===== src/rtl/ram_arbiter.sv =====
// Two-requester round-robin arbiter in front of a single-port RAM; optional watchdog under `ARB_TIMEOUT_EN.
// Latency: grant 1 cycle after valid, ready 1 cycle after ram_ready, back in IDLE 1 cycle later (4 cycles min).
// Backpressure: requesters hold valid until their ready pulse; the RAM stalls a grant by holding ram_ready low.
module ram_arbiter #(
    parameter int ADDR_WIDTH     = 12,
    parameter int TIMEOUT_CYCLES = 16
) (
    input  logic                  clk,
    input  logic                  rst,
    input  logic                  m0_valid,
    input  logic [3:0]            m0_we,
    input  logic [ADDR_WIDTH-1:0] m0_address,
    input  logic [31:0]           m0_write_data,
    output logic [31:0]           m0_read_data,
    output logic                  m0_ready,
    input  logic                  m1_valid,
    input  logic [3:0]            m1_we,
    input  logic [ADDR_WIDTH-1:0] m1_address,
    input  logic [31:0]           m1_write_data,
    output logic [31:0]           m1_read_data,
    output logic                  m1_ready,
    output logic                  ram_cs,
    output logic [3:0]            ram_we,
    output logic [ADDR_WIDTH-1:0] ram_address,
    output logic [31:0]           ram_write_data,
    input  logic [31:0]           ram_read_data,
    input  logic                  ram_ready
`ifdef ARB_TIMEOUT_EN
    ,
    output logic                  timeout_error
`endif
);

    typedef enum logic [1:0] {
        IDLE   = 2'd0,
        GRANT0 = 2'd1,
        GRANT1 = 2'd2,
        DONE   = 2'd3
    } state_t;

    state_t      state_q, state_d;
    logic        last_grant_q, last_grant_d;
    logic [31:0] m0_read_data_q, m0_read_data_d;
    logic [31:0] m1_read_data_q, m1_read_data_d;
    logic        m0_ready_q, m0_ready_d;
    logic        m1_ready_q, m1_ready_d;
    logic        access_end;
    logic        timed_out;
    logic [31:0] rdata_sel;

`ifdef ARB_TIMEOUT_EN
    localparam int WDOG_W = $clog2(TIMEOUT_CYCLES + 1);

    logic [WDOG_W-1:0] wdog_q, wdog_d;
    logic              timeout_error_q, timeout_error_d;

    // A real ram_ready arriving in the last watchdog cycle wins over the timeout.
    assign timed_out = (wdog_q == WDOG_W'(TIMEOUT_CYCLES - 1)) && !ram_ready;
`else
    assign timed_out = 1'b0;
`endif

    assign access_end = ram_ready || timed_out;
    assign rdata_sel  = timed_out ? 32'hdeadbeef : ram_read_data;

    always_comb begin
        state_d        = state_q;
        last_grant_d   = last_grant_q;
        m0_read_data_d = m0_read_data_q;
        m1_read_data_d = m1_read_data_q;
        m0_ready_d     = 1'b0;
        m1_ready_d     = 1'b0;
`ifdef ARB_TIMEOUT_EN
        wdog_d          = wdog_q;
        timeout_error_d = timeout_error_q;
`endif
        case (state_q)
            IDLE: begin
`ifdef ARB_TIMEOUT_EN
                wdog_d = '0;
`endif
                if (m0_valid && m1_valid) begin
                    state_d = last_grant_q ? GRANT0 : GRANT1;
                end else if (m0_valid) begin
                    state_d = GRANT0;
                end else if (m1_valid) begin
                    state_d = GRANT1;
                end
            end
            GRANT0: begin
                if (access_end) begin
                    m0_read_data_d = rdata_sel;
                    m0_ready_d     = 1'b1;
                    last_grant_d   = 1'b0;
                    state_d        = DONE;
                end
`ifdef ARB_TIMEOUT_EN
                wdog_d = wdog_q + WDOG_W'(1);
                if (timed_out) begin
                    timeout_error_d = 1'b1;
                end
`endif
            end
            GRANT1: begin
                if (access_end) begin
                    m1_read_data_d = rdata_sel;
                    m1_ready_d     = 1'b1;
                    last_grant_d   = 1'b1;
                    state_d        = DONE;
                end
`ifdef ARB_TIMEOUT_EN
                wdog_d = wdog_q + WDOG_W'(1);
                if (timed_out) begin
                    timeout_error_d = 1'b1;
                end
`endif
            end
            // DONE lets the finished requester drop valid before arbitration resumes.
            DONE: begin
                state_d = IDLE;
            end
            default: begin
                state_d = IDLE;
            end
        endcase
    end

    always_ff @(posedge clk) begin
        if (rst) begin
            state_q        <= IDLE;
            last_grant_q   <= 1'b1;
            m0_read_data_q <= '0;
            m1_read_data_q <= '0;
            m0_ready_q     <= 1'b0;
            m1_ready_q     <= 1'b0;
        end else begin
            state_q        <= state_d;
            last_grant_q   <= last_grant_d;
            m0_read_data_q <= m0_read_data_d;
            m1_read_data_q <= m1_read_data_d;
            m0_ready_q     <= m0_ready_d;
            m1_ready_q     <= m1_ready_d;
        end
    end

`ifdef ARB_TIMEOUT_EN
    always_ff @(posedge clk) begin
        if (rst) begin
            wdog_q          <= '0;
            timeout_error_q <= 1'b0;
        end else begin
            wdog_q          <= wdog_d;
            timeout_error_q <= timeout_error_d;
        end
    end

    assign timeout_error = timeout_error_q;
`endif

    // RAM-side mux defaults to requester 0 whenever requester 1 is not granted.
    assign ram_cs         = (state_q == GRANT0) || (state_q == GRANT1);
    assign ram_we         = (state_q == GRANT1) ? m1_we         : m0_we;
    assign ram_address    = (state_q == GRANT1) ? m1_address    : m0_address;
    assign ram_write_data = (state_q == GRANT1) ? m1_write_data : m0_write_data;

    assign m0_read_data = m0_read_data_q;
    assign m1_read_data = m1_read_data_q;
    assign m0_ready     = m0_ready_q;
    assign m1_ready     = m1_ready_q;

endmodule


===== config.mk =====
export PLATFORM = sky130hd
export DESIGN_NAME = ram_arbiter
export DESIGN_NICKNAME = d
export VERILOG_FILES = /design/src/rtl/ram_arbiter.sv
export SDC_FILE = /design/constraint.sdc
export NUM_CORES = 1
export LEC_CHECK = 0
export CAP_MARGIN = 20
export CORE_MARGIN = 5
export CORE_UTILIZATION = 32
export DETAILED_ROUTE_END_ITERATION = 10
export GPL_TIMING_DRIVEN = 0
export PLACE_DENSITY = 0.8
export SYNTH_ARGS = -nofsm -noshare
export SYNTH_HDL_FRONTEND = slang
export SYNTH_SLANG_ARGS = --single-unit

===== constraint.sdc =====
create_clock -name clk -period 1.9 [get_ports clk]
set_input_delay 0.38 -clock clk [delete_from_list [all_inputs] [get_ports clk]]
set_output_delay 0.38 -clock clk [all_outputs]
set_load 0.1 [all_outputs]

======== Yosys cells after proc, flatten, opt, wreduce, memory -nomap -nowiden ========
Cells that the tools add are included.
cells by class
  add/sub/neg operators ................... 0
  multiplexer cells ....................... 13
  order comparisons ....................... 0
  reductions and logical operators ........ 11
  $mul .................................... 0
  div/mod/pow operators ................... 0
  equality and inequality tests ........... 7
  bitwise operators ....................... 2
  shift-type cells ........................ 0
operators by type and width
  kind                                           count
  two-way mux 32 bit                             1
  two-way mux 12 bit                             1
  two-way mux 2 bit                              5
  one-hot mux 2 bit (3 select lines)             1
  AND reduction 2 bit                            3
  OR reduction 2 bit                             3
  == test 2 bit, second input constant           2
  two-way mux 4 bit                              1
  != test 2 bit, second input constant           2
  != test 4 bit, second input constant           1
  two-way mux 1 bit                              3
  AND reduction 3 bit                            1
  == test 2 x 1 -> 1 bit, second input constant  1
  logical NOT 2 bit                              1
  != test 2 x 1 -> 1 bit, second input constant  1
  inverter 1 bit                                 2
  one-hot mux 1 bit (2 select lines)             1
  nonzero test 2 bit                             1
  logical AND 1 bit                              1
  logical OR 1 bit                               1
word-level totals
  memories ................................ 0
  output and inout bits ................... 115
  word-level logic and storage cells ...... 39
  bits in latches ......................... 0
  register bits after elaboration ......... 69
  memory bits (writable) .................. 0
  memory bits (read-only) ................. 0
  input port bits ......................... 133

======== Longest topological paths before layout ========
  depth after elaboration ................. 4
  depth in mapped cells ................... 7

======== Worst setup path before layout ========
No wires, ideal clock.
  path kind ............................... flip-flop to flip-flop
  from .................................... reg state_q[0]
  to ...................................... reg state_q[0]
  data arrival time ....................... 1893 ps
  data required time ...................... 1785 ps
  cell stages (with the launch flop) ...... 6
  setup slack ............................. -108 ps
  clock period less this slack ............ 2008 ps
  setup time .............................. 115 ps
  buffers on the path ..................... 0
  cells stage by stage .................... dfxtp_1 -> inv_1 -> ha_1 -> nor2b_1 -> a31oi_1 -> a2111oi_0
on the way
  cells in the longest elaborated chain, start to end .. 4
  elaborated cells on any way between the ends .. 9
  classes of those cells .................. eq/ne (5); mux (1); reduce/logical (3)
ends and longest elaborated chain
  what                                                            RTL line  source
  from (decl)                                                     41        state_t state_q, state_d;
  from (signal assigned)                                          137       state_q <= state_d;
  == test 2 x 1 -> 1 bit / == test 2 bit (equally long branches)  77        case (state_q)
  OR reduction 2 bit (no source line)                             --
  != test 2 x 1 -> 1 bit (no source line)                         --
  AND reduction 2 bit (no source line)                            --
Parallel ways exist; a longest one is shown, timed or not.
A chain may end at the register's enable or synchronous reset.

======== Final worst setup path ========
  from .................................... reg state_q[0]
  to ...................................... out ram_write_data[16]
on the way
  cells in the longest elaborated chain, start to end .. 2
ends and longest elaborated chain
  what                RTL line  source
  == test 2 bit       164       assign ram_write_data = (state_q == GRANT1) ? m1_write_data : m0_write_data;
  two-way mux 32 bit  164
  to (decl)           25        output logic [31:0] ram_write_data,
Every way passes these cells.

==> run_results.csv <==
group,metric,value,unit
die,die_w,106,um
status,status,"finished, violations left",
place,hpwl,9740,um
die,ioPinCount,248,
layout,syn2layout_area_growth,131,%
route,dr.pass1.iters,4,
status,violations,"setup timing",
route,ant_nets,0,
cts,clkLatencyLatePin,0.33,ns
yosys,yosysTopAreaCell,"dfxtp_1",
timing,maxSlewHeadroom,62.1,%
place,port_buffers,247,
yosys,ys.flop_type,"dfxtp_1",
die,rows,35,
route,drc_errors,0,
power_and_ir_drop,powerDensity,1550,nW/um2
timing,finalHoldViolations,0,
route,routed_via_density,4.88,
yosys,synth-seq-area-share,47.1,%
layout,diodes,0,
yosys,synthCells,294,
timing,drv_slew,0,
timing,clock.fmax,0.462,GHz
route,wl_met1,5290,um
route,wl_per_cell,21.0,um
critical_path,crit_fanout,5,
layout,drive_above_1_share,38.9,%
cts,ctsRootBufferMaster,"clkbuf_8",
route,met3_length,1090,um
power_and_ir_drop,p_sw_share,49.6,%
power_and_ir_drop,clkPwrFrac,13.8,%
critical_path,start_kind,"register",
timing,period_minus_slack,2.16,ns
job,maxCapViolCount,0,
global_routing,grt_max_degree,13,
timing,finalSetupViolations,48,
global_routing,grt_use_total,24.0,%
power_and_ir_drop,p_sw,5220,uW
power_and_ir_drop,p_seq_share,16.7,%
route,drt_iter0_drc,112,
critical_path,critPathSlowestCell,"dfxtp_2",
critical_path,cp.required,1.52,ns
yosys,synth_commonest_cells,"dfxtp_1 (69), nand2_1 (68), mux2_2 (48)",
global_routing,grt_pass1_wl,20500,um
global_routing,grt_pass1_vias,3529,
global_routing,antenna_found_initial,0,
yosys,async_reset_ff_share,0,%
timing,rsz0062_at_grt,"true",
critical_path,crit_path_frequent_cell,"buf_12",
global_routing,grt_overflow,0,
yosys,synth-seq-cells,69,
die,dieArea,11200,um2
cts,cts_tree,"yes",
route,routed-wl-met2,7760,um
die,start_util,32.3,%
power_and_ir_drop,internal-power,5310,uW
yosys,syn_avg_cell_area,9.97,um2
place,dp.cells,652,
power_and_ir_drop,combinationalPowerShare,69.4,%
yosys,ys_types,23,
cts,clockBufferDepth,2,
route,vias,3362,
critical_path,cp.arrival,1.78,ns
power_and_ir_drop,p_leak,0.00277,uW
place,place.gp.congestion,0.839,
yosys,synthesis.nets,431,
critical_path,cp_cell_sequence,"inv_2 > ha_4 > buf_12 > buf_12 > buf_16 > mux2_4 > buf_12",
cts,htree_levels,3,
yosys,synth-edff-count,0,
layout,final_cells,689,
hold_path,hold_class,"reg2reg",
route,wirelength,14500,um
timing,fin_ws,-0.263,ns
timing,timing.final.crit_share,114,%
yosys,yosys_warnings,0,
critical_path,cpPeakStageDelay,0.34,ns
yosys,yosys-top-cells-area,"dfxtp_1 (47%), mux2_2 (18%), a22o_1 (9.6%)",
timing,skew,0.00585,ns
yosys,syn-cell-area,2930,um2
timing,worstMarginPinSlew,0.571,ns
critical_path,end_kind,"primary output",
die,fp.dieH,106,um
layout,final_nets,710,
cts,clk_pin_slew,0.07,ns
yosys,synth_top_area_share,47.1,%
cts,cts_buffers,9,
timing,tns,-9.64,ns
critical_path,critPathKind,"reg2out",
die,core,9060,um2
yosys,synth.most_common_cell,"dfxtp_1",
route,top_layer,"met4",
power_and_ir_drop,peakVddDrop,0.000952,V
cts,cts_sinks,69,
[worst max-delay path, delay by kind of cell (launching register included)]
kind / cells / cell delay, ns
DFF: 1 / 0.34
muxes: 1 / 0.33
buffers and inverters: 5 / 0.61
adders and majority gates: 1 / 0.17
[path summary, 6_finish.rpt]
path                start                  to  slack, ns  cells after the start
max            state_q[0]  ram_write_data[16]      -0.26                      7
min          last_grant_q        last_grant_q       0.45                      2
max reg2reg    state_q[0]     m1_read_data[7]       0.12                      8
min reg2reg  last_grant_q        last_grant_q       0.45                      2
[layout make-up]
type | count | area [um2]
Buffer | 21 | 175
Clock buffer | 11 | 141
Clock inverter | 5 | 108
Fill cell | 605 | 2280
Inverter | 2 | 7.51
Multi-Input combinational cell | 201 | 1600
Sequential cell | 69 | 1390
Tap cell | 111 | 139
Timing Repair Buffer | 269 | 3220
[per-layer routing]
layer | up-vias | track usage (%)
li1 | 1595 | -
met1 | 1605 | 25.9
met2 | 142 | 44.4
met3 | 20 | 8.76
met4 | 0 | 5.18
met5 | - | 0
[cells in the final DEF, fill, tap and decap left out, types with 7 or more instances in the layout]
| cell type | count |
|---|---|
| clkdlybuf4s50_1 | 132 |
| buf_2 | 7 |
| buf_12 | 52 |
| nand2_1 | 68 |
| buf_6 | 9 |
| dfxtp_1 | 67 |
| clkbuf_2 | 15 |
| a21oi_1 | 33 |
| mux2_4 | 47 |
| clkdlybuf4s15_2 | 51 |
| clkbuf_8 | 10 |
| buf_4 | 15 |
| a22o_1 | 32 |
[registers in the layout, summed over array words and instances, names as in the netlist]
name,cells
state_q,2
m1_ready,1
m0_read_data,32
m0_ready,1
m1_read_data,32
last_grant_q,1
[power groups by stage]
stage	registers, uW	logic (uW)	clock network, uW
final	1760	7310	1460
after global routing	1780	7520	1550
after CTS	1750	6980	1480
after detailed placement	1780	5680	0
after global placement	1770	5640	0
after floorplan	2990	3100	0
[through the flow]
step                util (%)  power [uW]  cell area (um2)  hold WS, ns  worst slack [ns]
finish                  74.8       10500             6780        0.452            -0.263
global route            74.8       10900             6780        0.467            -0.324
CTS                     73.8       10200             6690        0.455            -0.269
detailed placement      61.2        7470             5550        0.435             -1.02
global placement        61.2        7410             5550        0.438            -0.988
floorplan                  -        6080             2930        0.415           -0.0558
[kinds of logic (layout without fill, tap and decap cells)]
family                     Yosys count  in the layout  synth area share (%)
buffers and inverters               24            308                  5.12
AOI/OAI and AO/OA                   69             69                  16.3
muxes                               49             49                  18.8
DFF                                 69             69                  47.1
and+or+nand+nor                     79             79                  10.9
adders and majority gates            4              4                  1.71
[timing repair]
action                                  in CTS  in global routing
endpoints found under the setup margin     115                 64
resized for setup                          659                 58
buffers inserted                            13                  9
pin swaps                                    1                  1
cloned                                       5                  0
hold buffers                                 0                  0
No activity file was read; power rests on OpenSTA's default activity.
